`src/rtl/nsalu_pkg.sv`:
```
// Shared encodings for the nibble-serial ALU: slice opcodes, FSM states, nibble width.
package nsalu_pkg;

  localparam int NIB_W = 4;

  typedef enum logic [1:0] {
    OP_OR   = 2'b00,
    OP_ADD  = 2'b01,
    OP_ANDN = 2'b10,
    OP_SUB  = 2'b11
  } op_e;

  typedef enum logic {
    ST_IDLE = 1'b0,
    ST_RUN  = 1'b1
  } state_e;

endpackage

```
`src/rtl/alu4_slice.sv`:
```
// Combinational 4-bit ALU slice: OR, add with carry, and-not, subtract with carry (CO = no borrow).
module alu4_slice
  import nsalu_pkg::*;
(
  input  logic [NIB_W-1:0] r,
  input  logic [NIB_W-1:0] s,
  input  logic             ci,
  input  op_e              i,
  output logic [NIB_W-1:0] f,
  output logic             co,
  output logic             vo,
  output logic             no,
  output logic             zo
);

  logic [NIB_W:0] sum;

  always_comb begin
    sum = '0;
    f   = '0;
    co  = 1'b0;
    vo  = 1'b0;
    case (i)
      OP_OR:   f = r | s;
      OP_ANDN: f = ~r & s;
      OP_ADD: begin
        sum = {1'b0, r} + {1'b0, s} + {{NIB_W{1'b0}}, ci};
        f   = sum[NIB_W-1:0];
        co  = sum[NIB_W];
        vo  = (r[NIB_W-1] == s[NIB_W-1]) && (f[NIB_W-1] != r[NIB_W-1]);
      end
      OP_SUB: begin
        sum = {1'b0, r} + {1'b0, ~s} + {{NIB_W{1'b0}}, ci};
        f   = sum[NIB_W-1:0];
        co  = sum[NIB_W];
        vo  = (r[NIB_W-1] != s[NIB_W-1]) && (f[NIB_W-1] != r[NIB_W-1]);
      end
      default: f = '0;
    endcase
    no = f[NIB_W-1];
    zo = (f == '0);
  end

endmodule

```
`src/rtl/nibble_serial_alu16.sv`:
```
// Nibble-serial W-bit ALU that time-multiplexes one alu4_slice, LS nibble first.
// Build option: define NSALU_SAT_EN for saturating add/subtract.
module nibble_serial_alu16
  import nsalu_pkg::*;
#(
  parameter  int NIBBLES = 4,
  localparam int W       = NIB_W * NIBBLES
) (
  input  logic         clk,
  input  logic         rst,
  input  logic         start,
  input  logic [1:0]   op,
  input  logic [W-1:0] a,
  input  logic [W-1:0] b,
  input  logic         ci,
  output logic         busy,
  output logic         done,
  output logic [W-1:0] f,
  output logic         co,
  output logic         vo,
  output logic         no,
  output logic         zo
);

  localparam int KW = (NIBBLES > 1) ? $clog2(NIBBLES) : 1;

  state_e               state;
  logic [KW-1:0]        k;
  logic                 c;
  op_e                  op_q;
  logic signed [W-1:0]  a_q;
  logic signed [W-1:0]  b_q;
  logic signed [W-1:0]  acc;

  logic [NIB_W-1:0]     sl_f;
  logic                 sl_co, sl_vo, sl_no, sl_zo;
  logic signed [W-1:0]  acc_next;
  logic signed [W-1:0]  f_fin;
  logic                 clamp;
  logic                 no_fin, zo_fin;
  logic                 last;

`ifdef NSALU_SAT_EN
  function automatic logic signed [W-1:0] sat_word(input logic signed [W-1:0] v,
                                                    input logic ovf, input logic neg);
    if (!ovf)    return v;
    else if (neg) return {1'b1, {(W-1){1'b0}}};
    else         return {1'b0, {(W-1){1'b1}}};
  endfunction
`endif

  alu4_slice u_slice (
    .r  (a_q[NIB_W*k +: NIB_W]),
    .s  (b_q[NIB_W*k +: NIB_W]),
    .ci (c),
    .i  (op_q),
    .f  (sl_f),
    .co (sl_co),
    .vo (sl_vo),
    .no (sl_no),
    .zo (sl_zo)
  );

  // Final-pass assembly: the current nibble is merged over the lower nibbles already stored,
  // and the untouched upper nibbles of acc are still zero from the accept.
  always_comb begin
    acc_next = acc;
    acc_next[NIB_W*k +: NIB_W] = sl_f;
    last = (k == KW'(NIBBLES - 1));
`ifdef NSALU_SAT_EN
    clamp = sl_vo;
    f_fin = sat_word(acc_next, sl_vo, a_q[W-1]);
`else
    clamp = 1'b0;
    f_fin = acc_next;
`endif
    no_fin = clamp ? a_q[W-1] : sl_no;
    zo_fin = !clamp && sl_zo && (acc == '0);
  end

  always_ff @(posedge clk) begin
    if (rst) begin
      state <= ST_IDLE;
      k     <= '0;
      c     <= 1'b0;
      busy  <= 1'b0;
      done  <= 1'b0;
      f     <= '0;
      co    <= 1'b0;
      vo    <= 1'b0;
      no    <= 1'b0;
      zo    <= 1'b0;
    end else begin
      done <= 1'b0;
      case (state)
        ST_IDLE: begin
          if (start) begin
            state <= ST_RUN;
            busy  <= 1'b1;
            k     <= '0;
            c     <= ci;
          end
        end
        ST_RUN: begin
          c <= sl_co;
          k <= k + KW'(1);
          if (last) begin
            state <= ST_IDLE;
            busy  <= 1'b0;
            done  <= 1'b1;
            f     <= f_fin;
            co    <= sl_co;
            vo    <= sl_vo;
            no    <= no_fin;
            zo    <= zo_fin;
          end
        end
        default: state <= ST_IDLE;
      endcase
    end
  end

  // Operand and accumulator registers carry data only; they are reloaded on every accept.
  always_ff @(posedge clk) begin
    if (state == ST_IDLE && start) begin
      a_q  <= a;
      b_q  <= b;
      op_q <= op_e'(op);
      acc  <= '0;
    end else if (state == ST_RUN) begin
      acc <= acc_next;
    end
  end

endmodule
```
`config.mk`:
```
export PLATFORM = sky130hd
export DESIGN_NAME = nibble_serial_alu16
export DESIGN_NICKNAME = d
export VERILOG_FILES = /design/src/rtl/nsalu_pkg.sv /design/src/rtl/alu4_slice.sv /design/src/rtl/nibble_serial_alu16.sv
export SDC_FILE = /design/constraint.sdc
export NUM_CORES = 1
export LEC_CHECK = 0
export ABC_AREA = 1
export CAP_MARGIN = 5
export CORE_ASPECT_RATIO = 0.5
export CORE_MARGIN = 10
export CORE_UTILIZATION = 35
export DETAILED_ROUTE_END_ITERATION = 7
export HOLD_SLACK_MARGIN = 0.12
export PLACE_DENSITY = 0.61
export SLEW_MARGIN = 20
export SYNTH_ARGS = -nofsm -noshare
export SYNTH_HDL_FRONTEND = slang
export SYNTH_HIERARCHICAL = 1
export SYNTH_SLANG_ARGS = --single-unit
```
`constraint.sdc`:
```
create_clock -name clk -period 2.9 [get_ports clk]
set_input_delay 0.58 -clock clk [delete_from_list [all_inputs] [get_ports clk]]
set_output_delay 0.58 -clock clk [all_outputs]
set_load 0.05 [all_outputs]
```
### Yosys cells after proc, flatten, opt, wreduce, memory -nomap -nowiden

Cells that the tools add are included.

| word-level totals | value |
|---|---|
| register bits | 76 |
| bits of input ports | 38 |
| output and inout bits | 22 |
| word-level logic and storage cells | 64 |

| cells by class | value |
|---|---|
| $add $sub $neg | 6 |
| equal/unequal tests | 10 |
| shift-type cells | 4 |
| muxes and demuxes | 15 |
| bitwise gates (word level) | 5 |
| reduce and logical (&&, ||, !) cells | 10 |

Operator list:

| operator | count |
|---|---|
| 4-bit negator with 34-bit output | 1 |
| 4-bit by 34-bit variable shift with 16-bit output, first input constant | 1 |
| 4-bit by 34-bit indexed part select with 16-bit output | 1 |
| 16-bit by 5-bit indexed part select with 4-bit output | 2 |
| 16-bit bitwise mux | 1 |
| 16-bit zero test | 1 |
| 4-bit one-hot mux with 4 select lines | 1 |
| 4-bit by 4-bit adder with 5-bit output | 2 |
| 5-bit by 1-bit adder with 5-bit output | 2 |
| 1-bit one-hot mux with 2 select lines | 5 |
| 4-bit inverter | 2 |
| 2-bit equality test, second input constant | 3 |
| 1-bit two-way mux | 6 |
| 4-bit bitwise AND | 1 |
| 1-bit logical AND | 4 |
| 4-bit zero test | 1 |
| 4-bit bitwise OR | 1 |
| 2-bit one-hot mux with 2 select lines | 1 |
| 2-bit AND reduction | 2 |
| 1-bit inequality test | 3 |
| 2-bit by 1-bit adder with 2-bit output, second input constant | 1 |
| 2-bit by 1-bit equality test with 1-bit output, second input constant | 1 |
| 2-bit zero test | 1 |
| 2-bit two-way mux | 1 |
| 5 further kinds | 5 |

### Longest topological paths before layout

| logic depth | value |
|---|---|
| depth in word-level cells | 7 |
| gate-level depth with buffers | 21 |
| depth with buffers taken out | 19 |

### Cells and area by module

Netlist, hierarchy kept.

By module, submodules not included:

| module | instances | cells an instance | area each (um^2) | seq. area each (um^2) |
|---|---|---|---|---|
| nibble_serial_alu16 | 1 | 360 | 3,089.2 | 1,861.8 |
| alu4_slice | 1 | 102 | 638.1 | 0.0 |

### Least setup slack after synthesis

OpenSTA, ideal clock, no wires.

| timing path | value |
|---|---|
| path type | register to register |
| start | reg k[0] |
| end | reg zo |
| library setup time | 59 ps |
| data arrival time | 2,641 ps |
| data required time | 2,841 ps |
| slack | 200 ps |
| cell stages (with the launch flop) | 18 |
| path buffers | 1 |
| clock period less this slack | 2,700 ps |
| cells stage by stage | dfxtp_1 inv_1 buf_2 nor2_1 o22ai_1 inv_1 fa_1 fa_1 inv_1 nand2_1 nand4_1 nor2_1 nand2_1 a21oi_2 nand2_1 nor2_1 nand3_1 nand2_1 |

| on the way | value |
|---|---|
| longest elaborated chain between the ends | 7 |
| elaborated cells between the ends (all ways) | 15 |
| those cells by class | add/sub (4); eq/ne (1); shift (2); mux (1); bitwise (4); reduce/logical (3) |

RTL lines:

| item | line | RTL |
|---|---|---|
| from (decl) | nibble_serial_alu16.sv:28 | `logic [KW-1:0] k;` |
| from (signal assigned) | nibble_serial_alu16.sv:106 | `k <= k + KW'(1);` |
| 16-bit by 5-bit indexed part select with 4-bit output | nibble_serial_alu16.sv:54 | `.s (b_q[NIB_W*k +: NIB_W]),` |
| 4-bit inverter | alu4_slice.sv:33 | `sum = {1'b0, r} + {1'b0, ~s} + {{NIB_W{1'b0}}, ci};` |
| 4-bit by 4-bit adder with 5-bit output | alu4_slice.sv:33 |  |
| 5-bit by 1-bit adder with 5-bit output | alu4_slice.sv:33 |  |
| 4-bit one-hot mux with 4 select lines * | alu4_slice.sv:23 | `case (i)` |
| via sl_f[1] | nibble_serial_alu16.sv:35 | `logic [NIB_W-1:0] sl_f;` |
| 4-bit zero test * | alu4_slice.sv:41 | `zo = (f == '0);` |
| via sl_zo | nibble_serial_alu16.sv:36 | `logic sl_co, sl_vo, sl_no, sl_zo;` |
| 1-bit logical AND * | nibble_serial_alu16.sv:78 | `zo_fin = !clamp && sl_zo && (acc == '0);` |
| to (signal assigned) | nibble_serial_alu16.sv:115 | `zo <= zo_fin;` |
| to (decl) | nibble_serial_alu16.sv:22 | `output logic zo` |

Mark *: on every way through the listed nets, which the timed path passes. The rest lies on a longest branch.
A chain may end at the register's enable or synchronous reset.

### Final worst setup path

Ends and elaborated chain as after synthesis.

==> run_results.csv <==
group,metric,value,unit
run_status,outcome,"finished, final reports clean",
global_route,grt_pass1_vias,3098,
critical_path,worstPathRequired,3190,ps
synthesis,synthSimpleGateAreaFrac,26.96,%
sta,fin_crit,2772,ps
layout,antenna_cells,0,
clock_network,clk_latency,340,ps
synthesis,synth_warnings,6,
placement,post-place-ws,-78.53,ps
power_and_ir_drop,seq_power_share,43.8,%
synthesis,synth-xor-area-share,0.2350,%
route,drt-initial-drc-count,139,
sta,setup_viol_count_final,0,
global_route,grt.overflow.total,0,
placement,numPortBuffers,59,
global_route,grtUsageTotal,11.55,%
sta,layout_setup_ws,127.9,ps
clock_network,clk_pin_slew,60,ps
critical_path,crit_arrival,3060,ps
sta,finalHoldViolCount,0,
power_and_ir_drop,p_clk_share,37.9,%
power_and_ir_drop,p_comb_share,18.3,%
min_path,hold_class,"flop to flop",
sta,fin_crit_sh,95.59,%
route,detail-route-antenna-nets,0,
placement,gp_congestion,0.8476,
sta,tightestPinTransition,880.2,ps
floorplanning,row_count,26,
sta,max_freq,360.7,MHz
critical_path,rr_worst_depth,17,
clock_network,cts-htree-levels,3,
power_and_ir_drop,p_leak,2.247,nW
global_route,grt_pass1_wl,14780,µm
power_and_ir_drop,swShare,26.62,%
route,drt_first_pass_iters,4,
synthesis,synth_cell_type_count,28,
critical_path,critical_path.top_delay_family,"adder cells",
sta,fin_worst_skew,5.937,ps
power_and_ir_drop,ir_drop,0.0003115,V
critical_path,path_cells,"inv_2 > buf_12 > o21ai_0 > o22ai_2 > buf_4 > fa_1 > inv_1 > fa_1 > nand2_1 > nand4_1 > nor2_1 > nand2_1 > a21oi_2 > nand2_1 > nor2_1 > nand3_1 > nand2_1",
route,vias,3070,
clock_network,cts_tree,"yes",
sta,rsz0062_at_grt,"false",
critical_path,cp-start-kind,"flop",
clock_network,cts.sinks,76,
power_and_ir_drop,internal_power,0.001999,W
floorplanning,io_pins,60,
route,viasPerCell,4.488,
synthesis,syn_avg_cell_area,8.068,µm²
critical_path,crit_fanout,13,
placement,hpwl,6548,µm
critical_path,cp.depth,17,
layout,fin_nets,601,
synthesis,syn_inst,462,
synthesis,synthTopCellsByArea,"edfxtp_1 (27%), dfxtp_1 (23%), nand2_1 (18%), ha_1 (6.7%), nor2_1 (5.1%)",
sta,fin_tns_setup,0,ps
synthesis,synthMuxAreaShare,0,%
synthesis,synth_compound_gate_area_share,7.083,%
floorplanning,die_w,165.9,µm
route,drc,0,
min_path,hold_depth,2,
layout,layout-drive-gt1-share,11.76,%
critical_path,worstSetupEndpointType,"flop",
synthesis,yosysTopAreaCell,"edfxtp_1",
floorplanning,die_h,92.97,µm
critical_path,critical_path.max_stage_delay,400,ps
run,drv_cap,0,
critical_path,worstSetupEndpoint,"zo",
clock_network,clock_path_buffers,2,
clock_network,cts_root_buffer,"clkbuf_16",
synthesis,syn-num-nets,524,
global_route,antenna_found_initial,0,
critical_path,r2r-start,"k[0]",
critical_path,reg2reg_to,"zo",
synthesis,synth_top_family_by_area,"simple AND/OR/NAND/NOR gates",
critical_path,crit_path_frequent_cell,"nand2_1",
clock_network,cts-buffers-inserted,9,
critical_path,crit_start,"k[0]",
placement,dp_cells,665,
synthesis,yosysTopAreaCellShare,27.39,%
floorplanning,core_region_area,10310,µm²
power_and_ir_drop,switching_power,0.0007252,W
route,wl_per_cell,13.04,µm
power_and_ir_drop,power_per_cell_area,553.4,nW/µm²
route,wl,8919,µm
synthesis,synth_adder_area_share,8.862,%
critical_path,crit_slowest_cell,"fa_1",
critical_path,critPathBufInv,4,
critical_path,crit_type,"flop to flop",
sta,slew_headroom,41.24,%
synthesis,syn_area,3727,µm²
synthesis,ys_seq_area_share,49.95,%
global_route,grt_max_degree,37,
sta,slew_violations,0,
floorplanning,die_area,15430,µm²
critical_path,ff2ff_setup_slack,130,ps
layout,area_delta_synth_final,32.06,%
synthesis,ys_seq_elements,76,
layout,layout.cells.non_filler,684,
floorplanning,start_util,36.14,%
-- power by group through the flow --
stage	clock network (W)	logic (W)	registers (W)
after floorplan	0	0.000302	0.00121
after global routing	0.00110	0.000563	0.00120
after global placement	0	0.000469	0.00122
after detailed placement	0	0.000475	0.00121
final	0.00103	0.000498	0.00119
after CTS	0.00106	0.000478	0.00119
-- worst min path at each step --
stage                        from       to  slack (ps)
final                       f[13]    f[13]         450
after global routing        f[13]    f[13]         470
after CTS                   f[13]    f[13]         450
after detailed placement    f[13]    f[13]         440
after global placement       f[2]     f[2]         440
after floorplan           acc[14]  acc[14]         440
-- what timing repair did --
item,4_1_cts,5_1_grt
gates cloned,0,1
resized for setup,1,12
setup endpoints to repair,1,25
setup buffers,0,2
pin swaps,0,3
hold buffers,0,0
-- Yosys cell counts, drive strengths merged --
| master | count |
|---|---|
| nand3 | 17 |
| ha | 20 |
| buf | 14 |
| nor2 | 56 |
| nand2 | 180 |
| edfxtp | 34 |
| o22ai | 9 |
| inv | 45 |
| clkbuf | 1 |
| o21a | 1 |
| a21oi | 6 |
| nand4 | 1 |
| or2 | 2 |
| a21boi | 1 |
| o21ai | 25 |
| a22o | 3 |
| fa | 4 |
| xor2 | 1 |
| dfxtp | 42 |
-- through the flow --
step                hold slack [ps]  area, µm²  util (%)  power, W
floorplan                     438.4       3727         -  0.001509
global placement              436.8       4579     44.41  0.001685
detailed placement            439.8       4579     44.41  0.001689
CTS                           452.2       4856     47.09  0.002729
global route                  469.0       4922     47.73  0.002862
finish                        448.0       4922     47.73  0.002724
-- kinds of logic after synthesis --
logic type,count (synthesis)
DFF,76
xor gates and xnor gates,1
AOI/OAI and AO/OA,45
adders and majority gates,24
buffers and inverters,60
and+or+nand+nor,256
-- worst register-to-register path, stage by stage (launching register included) --
cell     delay (ps)
dfxtp_4         370
inv_2            60
buf_12          140
o21ai_0         190
o22ai_2         100
buf_4           150
fa_1            370
inv_1           100
fa_1            410
nand2_1          80
nand4_1         140
nor2_1          120
nand2_1          70
a21oi_2         100
nand2_1          80
nor2_1          100
nand3_1          90
nand2_1          60
-- state kept, by name, summed over array words and instances, names as in the netlist --
register  count
b_q          16
no            1
c             1
busy          1
acc          16
zo            1
op_q          2
vo            1
k             2
f            16
a_q          16
state         1
co            1
done          1
-- routing by layer --
| metal | up-vias | routed length (µm) | global-route usage (%) |
|---|---|---|---|
| li1 | 1609 | - | - |
| met1 | 1388 | 4265 | 14.14 |
| met2 | 59 | 4090 | 18.80 |
| met3 | 14 | 443 | 3.801 |
| met4 | 0 | 121 | 4.179 |
| met5 | - | 0 | 0 |
-- cell type report --
cell class / count / area [µm²]
Inverter: 45 / 168.9
Fill cell: 1026 / 5390
Timing Repair Buffer: 81 / 798.3
Clock inverter: 1 / 8.758
Sequential cell: 76 / 1867
Clock buffer: 15 / 261.5
Tap cell: 140 / 175.2
Multi-Input combinational cell: 326 / 1643
-- cells in the final DEF (no fill, tap or decap), types with 2 or more instances in the layout --
master,synthesis,routed
edfxtp_1,34,34
nand2_1,179,179
clkbuf_16,0,10
dfxtp_1,42,40
fa_2,0,2
inv_1,37,34
ha_1,20,20
o22ai_1,9,6
buf_4,3,19
buf_12,0,2
o21ai_0,19,18
nor2_1,51,50
inv_2,8,11
a21oi_1,4,4
clkbuf_1,0,4
clkdlybuf4s50_1,0,59
nor2_2,5,5
nand3_1,17,17
fa_1,4,2
a21oi_2,2,2
o21ai_1,5,6
o22ai_2,0,3
a22o_1,3,3
Note: power is estimated with default switching activity, not from simulation.
